==> config.mk <==
export PLATFORM = sky130hd
export DESIGN_NAME = lock_ctrl
export DESIGN_NICKNAME = d
export VERILOG_FILES = /design/src/rtl/lock_ctrl.sv
export SDC_FILE = /design/constraint.sdc
export NUM_CORES = 1
export LEC_CHECK = 0
export CAP_MARGIN = 20
export CORE_MARGIN = 10
export CORE_UTILIZATION = 35
export DETAILED_ROUTE_END_ITERATION = 7
export PLACE_DENSITY = 0.62
export SETUP_SLACK_MARGIN = 0.1
export SYNTH_ARGS = -nofsm -noshare
export SYNTH_HDL_FRONTEND = slang
export SYNTH_SLANG_ARGS = --single-unit
==> constraint.sdc <==
create_clock -name clk -period 2.3 [get_ports clk]
set_input_delay 0.345 -clock clk [delete_from_list [all_inputs] [get_ports clk]]
set_output_delay 0.345 -clock clk [all_outputs]
set_load 0.05 [all_outputs]
==> src/rtl/lock_ctrl.sv <==
// Sequencing controller for the three-digit keypad lock. It owns the entry,
// the stored password, the fail counter and the lockout/relock timers.
module lock_ctrl #(
  parameter logic [11:0] DEFAULT_PASS = 12'h123,
  parameter int          MAX_FAIL     = 3,
  parameter int          LOCKOUT_CYC  = 1000,
  parameter int          RELOCK_CYC   = 5000
) (
  input  logic        clk,
  input  logic        rst_n,
  input  logic        key_valid,
  input  logic [3:0]  key_code,
  output logic [11:0] pass_in,
  output logic [11:0] pass_set,
  output logic        mode,
  output logic        L,
  output logic        show,
  output logic        unlock,
  output logic        alarm,
  output logic [2:0]  fail_cnt
);

  localparam int LW = $clog2(LOCKOUT_CYC);
  localparam int RW = $clog2(RELOCK_CYC);

  localparam logic [3:0] K_ENTER = 4'hA;
  localparam logic [3:0] K_CLEAR = 4'hB;
  localparam logic [3:0] K_SET   = 4'hC;
  localparam logic [3:0] K_SHOW  = 4'hD;
  localparam logic [3:0] K_LOCK  = 4'hE;

  typedef enum logic [2:0] {
    S_LOCKED,
    S_CHECK,
    S_UNLOCKED,
    S_SET,
    S_LOCKOUT
  } state_t;

  typedef struct packed {
    logic       vld;
    logic [3:0] code;
  } key_t;

  key_t          key;
  state_t        state, state_d;
  logic [1:0]    cnt, cnt_d;
  logic [LW-1:0] lock_tmr, lock_tmr_d;
  logic [RW-1:0] relock_tmr, relock_tmr_d;
  logic [11:0]   pass_in_d, pass_set_d;
  logic [2:0]    fail_d;
  logic          show_d, unlock_d, relock;
  logic          is_digit, full, entry_en;
  logic          k_enter, k_clear, k_set, k_show, k_lock;

  assign key      = '{vld: key_valid, code: key_code};
  assign is_digit = key.vld && (key.code <= 4'd9);
  assign full     = (cnt == 2'd3);
  assign entry_en = (state == S_LOCKED) || (state == S_UNLOCKED) || (state == S_SET);
  assign k_enter  = key.vld && (key.code == K_ENTER);
  assign k_clear  = key.vld && (key.code == K_CLEAR);
  assign k_set    = key.vld && (key.code == K_SET);
  assign k_show   = key.vld && (key.code == K_SHOW);
  assign k_lock   = key.vld && (key.code == K_LOCK);

  always_comb begin
    state_d      = state;
    cnt_d        = cnt;
    pass_in_d    = pass_in;
    pass_set_d   = pass_set;
    fail_d       = fail_cnt;
    show_d       = show;
    lock_tmr_d   = lock_tmr;
    relock_tmr_d = relock_tmr;
    unlock_d     = 1'b0;
    relock       = 1'b0;

    // Shift-in digit entry; a fourth digit is dropped.
    if (entry_en && is_digit && !full) begin
      pass_in_d = {pass_in[7:0], key.code};
      cnt_d     = cnt + 2'd1;
    end
    if (k_clear && (state != S_LOCKOUT)) begin
      pass_in_d = '0;
      cnt_d     = '0;
    end

    case (state)
      S_LOCKED: begin
        if (k_enter && full) state_d = S_CHECK;
      end
      S_CHECK: begin
        pass_in_d = '0;
        cnt_d     = '0;
        if (pass_in == pass_set) begin
          state_d      = S_UNLOCKED;
          unlock_d     = 1'b1;
          fail_d       = '0;
          relock_tmr_d = '0;
        end else if (({1'b0, fail_cnt} + 4'd1) == 4'(MAX_FAIL)) begin
          state_d    = S_LOCKOUT;
          fail_d     = 3'(MAX_FAIL);
          lock_tmr_d = LW'(LOCKOUT_CYC - 1);
        end else begin
          state_d = S_LOCKED;
          fail_d  = fail_cnt + 3'd1;
        end
      end
      S_LOCKOUT: begin
        if (lock_tmr == '0) begin
          state_d = S_LOCKED;
          fail_d  = '0;
        end else begin
          lock_tmr_d = lock_tmr - LW'(1);
        end
      end
      S_UNLOCKED, S_SET: begin
        // Any key restarts the idle count, even on the expiry cycle.
        if (key.vld)                                 relock_tmr_d = '0;
        else if (relock_tmr == RW'(RELOCK_CYC - 1)) relock       = 1'b1;
        else                                         relock_tmr_d = relock_tmr + RW'(1);

        if (relock) begin
          state_d      = S_LOCKED;
          pass_in_d    = '0;
          cnt_d        = '0;
          relock_tmr_d = '0;
        end else if (state == S_UNLOCKED) begin
          if (k_lock) begin
            state_d   = S_LOCKED;
            pass_in_d = '0;
            cnt_d     = '0;
          end else if (k_set) begin
            state_d   = S_SET;
            pass_in_d = '0;
            cnt_d     = '0;
          end else if (k_show) begin
            show_d = ~show;
          end
        end else begin
          if (k_enter && full) begin
            state_d    = S_UNLOCKED;
            pass_set_d = pass_in;
            pass_in_d  = '0;
            cnt_d      = '0;
          end else if (k_clear && (cnt == 2'd0)) begin
            state_d = S_UNLOCKED;
          end
        end
      end
      default: state_d = S_LOCKED;
    endcase

    if (state_d != S_UNLOCKED) show_d = 1'b0;
  end

  always_ff @(posedge clk or negedge rst_n) begin
    if (!rst_n) begin
      state      <= S_LOCKED;
      cnt        <= '0;
      pass_in    <= '0;
      pass_set   <= DEFAULT_PASS;
      fail_cnt   <= '0;
      show       <= 1'b0;
      unlock     <= 1'b0;
      mode       <= 1'b0;
      L          <= 1'b1;
      alarm      <= 1'b0;
      lock_tmr   <= '0;
      relock_tmr <= '0;
    end else begin
      state      <= state_d;
      cnt        <= cnt_d;
      pass_in    <= pass_in_d;
      pass_set   <= pass_set_d;
      fail_cnt   <= fail_d;
      show       <= show_d;
      unlock     <= unlock_d;
      mode       <= (state_d == S_SET);
      L          <= !((state_d == S_UNLOCKED) || (state_d == S_SET));
      alarm      <= (state_d == S_LOCKOUT);
      lock_tmr   <= lock_tmr_d;
      relock_tmr <= relock_tmr_d;
    end
  end

endmodule

==> key figures <==
Clock network
  • CTS clk-pin slew, worst paths: 0.07 ns
  • CTS sink cnt: 60
  • Htree depth: 3
  • CTS root buffer: clkbuf_8
  • Clock latency at the later pin of the worst-skew pair: 0.34 ns
  • Number of buffers created by CTS: 9
  • CTS tree: done
  • Maximum clock path buffer count: 2

Floorplanning
  • Die height: 115 um
  • Die ar.: 13,300 um^2
  • Core area: 8760 um^2
  • Number of cell rows: 34
  • Initial Util: 36.1%
  • IO Pins: 39
  • Die Width: 115 um

GRT
  • Largest net degree at the start of global routing: 26
  • Tot GR Track Use: 11.6%
  • Congestion Overflow GR: 0
  • First-pass GRT wire length: 12,500 um
  • Vias in the first global route: 2,477
  • Antenna violations before repair: 0

Timing
  • Fin. Hold Viols: 0
  • Clk_skew: 0.0123 ns
  • Final period util: 89.0%
  • Min Clock Period, post-route: 2.05 ns
  • Maximum clock frequency: 0.488 GHz
  • Final Max Slew Viols: 0
  • RSZ-0062 raised after global routing: true
  • Setup tns final: 0 ns
  • Setup violations, final: 0
  • Worst-Margin Slew: 0.628 ns
  • Relative slew slack: 57.9%

Pwr
  • Worst vdd ir: 0.366 mV
  • P_int: 0.00259 W
  • Clock power frac: 23.0%
  • Flop pwr share: 33.2%
  • Sw Ratio: 41.8%
  • Combinational fraction of design power: 43.8%
  • Psw: 0.00186 W
  • P_leak: 2.00 nW
  • Pwr Density: 1100 nW/um^2

Critical path
  • R2R depth: 7
  • Worst-path maximum fanout: 3
  • CP bufs+invs: 1
  • Crit. End Element: output port
  • Slowest CP cell: clkdlybuf4s50_1
  • Crit path DAT: 1.70 ns
  • Critical Path RT: 1.96 ns
  • CP max stage delay: 0.80 ns
  • RR Startpoint: relock_tmr[0]$_DFFE_PN0P_
  • R2R Setup Slk: 0.25 ns
  • CP Class: register to output port
  • CP cell instances: clkdlybuf4s50_1
  • Stages on worst setup path: 1
  • CP startpoint kind: register
  • Delay-heaviest family, CP: buffers and inverters
  • Reg-to-Reg End: pass_in[3]$_DFF_PN0_

Final layout
  • Most frequent cells in the layout: dfrtp_1, clkdlybuf4s50_1, nor2_1, nand2_1, buf_4
  • Area grow syn2layout: 28.1%
  • Fin nets: 379
  • Share of cells above drive strength 1: 19.4%
  • Fillers: 817
  • N_diodes: 0
  • Final instance area: 4060 um^2
  • Non-Filler Instances: 479
  • Most common cell after layout, fill and taps aside: dfrtp_1

Outcome
  • Status: finished clean

Yosys
  • Post-Synthesis Net Count: 320
  • Post-synth top area cell: dfrtp_1
  • Post-synthesis sequential area ratio: 47.6%
  • Synth Instances: 307
  • Synthesized cell area: 3170 um^2
  • Synth cell types: 50
  • Ys async rst share: 100%
  • Main synth FF type: dfrtp_1
  • Number of synthesized register bits: 60
  • Synth Area per Inst: 10.3 um^2
  • Share of the synthesized area in the top cell type: 43.5%
  • Area contributors post-synth: dfrtp_1, xor2_1, mux2_2
  • Post-synth EDFFs: 0
  • Synth warn: 0

Drt
  • # DRC: 0
  • Remaining antenna violation count: 0
  • Avg WL per Cell: 15.2 um
  • Routed wire length: 7290 um
  • DR vias: 2,467
  • 1st-iter DRT viols: 161
  • Vias per cell: 5.15
  • First-pass DRT Iterations: 4

Min path
  • Worst hold path class: register to register
  • Hold_sp: relock_tmr[2]$_DFFE_PN0P_
  • Worst Hold Depth: 1
  • Hold endpoint: relock_tmr[2]$_DFFE_PN0P_

Place
  • Port buffer count: 38
  • Hpwl dp: 5440 um
  • Global placer's final weighted congestion: 0.873
  • Placed cell areas: 3790 um^2
  • Cells after DPL: 460

Flow run
  • Maxcap violations: 0
-- per-stage QoR --
stage	total power, W	setup WS [ns]	utilization (%)	hold slack, ns
6_report	0.00446	0.252	46.3	0.515
5_1_grt	0.00476	0.0912	46.3	0.543
4_1_cts	0.00445	0.103	45.8	0.510
3_5_place_dp	0.00340	-0.182	43.2	0.372
3_3_place_gp	0.00336	-0.120	43.2	0.373
2_1_floorplan	0.00277	0.176	-	0.0494
-- area by class of cell --
class | instances | area, um^2 | area share [%]
sequential | 60 | 1510 | 37.2
clock inverter | 5 | 77.6 | 1.91
timing repair buffer | 63 | 591 | 14.6
clock buffer | 11 | 131 | 3.24
inverter | 12 | 45.0 | 1.11
tap | 108 | 135 | 3.33
multi-input combinational | 220 | 1570 | 38.7
-- state kept, by name, summed over array words and instances (netlist names) --
register / count
relock_tmr: 13
pass_in: 12
pass_set: 12
lock_tmr: 10
fail_cnt: 3
state: 3
cnt: 2
L: 1
alarm: 1
mode: 1
show: 1
unlock: 1
-- kinds of logic after synthesis --
family | Yosys count | synth area share, %
simple gates | 122 | 20.7
mux | 26 | 8.73
compound gates | 44 | 10.5
buf+inv | 27 | 3.99
xor+xnor | 22 | 6.08
fa+ha+maj | 6 | 2.37
flops | 60 | 47.6
-- power groups by stage --
stage | Clock (W) | Sequential, W | Combinational [W]
after floorplan | 0 | 0.00187 | 0.000896
after global routing | 0.00110 | 0.00152 | 0.00214
after global placement | 0 | 0.00149 | 0.00187
after CTS | 0.00106 | 0.00148 | 0.00191
after detailed placement | 0 | 0.00150 | 0.00190
final | 0.00103 | 0.00148 | 0.00195
-- metal layers --
layer	up-vias	part of all wire [%]	track usage [%]	wire [um]
met1	1183	45	14.9	3310
met5	-	0	0	0
met4	0	1.4	5.03	99
li1	1215	-	-	-
met3	10	6.5	3.18	476
met2	59	47	17.8	3410
-- cell usage after synthesis (4+ instances only) --
| cell | number |
|---|---|
| and3_1 | 12 |
| nand2_1 | 22 |
| ha_1 | 6 |
| nor4_1 | 7 |
| nand4_1 | 5 |
| dfrtp_1 | 55 |
| xor2_1 | 18 |
| and2_1 | 7 |
| xnor2_1 | 4 |
| nand3_1 | 8 |
| nor3_1 | 15 |
| mux2_2 | 13 |
| inv_1 | 12 |
| mux2i_1 | 13 |
| a211o_1 | 6 |
| o21ai_0 | 10 |
| nor2_1 | 24 |
| clkbuf_1 | 7 |
| buf_2 | 5 |
| a31oi_1 | 6 |
| dfstp_2 | 5 |
-- worst max-delay path by stage --
| stage | start | to | slack, ns |
|---|---|---|---|
| after global placement | key_valid | relock_tmr[12]$_DFFE_PN0P_ | -0.12 |
| after global routing | lock_tmr[1]$_DFFE_PN0P_ | lock_tmr[0]$_DFFE_PN0P_ | 0.09 |
| after CTS | pass_in[7]$_DFF_PN0_ | relock_tmr[5]$_DFFE_PN0P_ | 0.10 |
| after detailed placement | key_valid | relock_tmr[6]$_DFFE_PN0P_ | -0.18 |
| final | pass_set[5]$_DFFE_PN1P_ | pass_set[5] | 0.25 |
| after floorplan | pass_in[7]$_DFF_PN0_ | relock_tmr[12]$_DFFE_PN0P_ | 0.18 |
-- repair_timing --
action | CTS | global route
endpoints found under the setup margin | 23 | 25
setup buffers | 0 | 2
hold endpoints to repair | 6 | 0
resized for setup | 2 | 7
gates cloned | 0 | 0
hold buffers | 1 | 0
pin swaps | 0 | 1
Note: power is estimated with default switching activity, not from simulation.
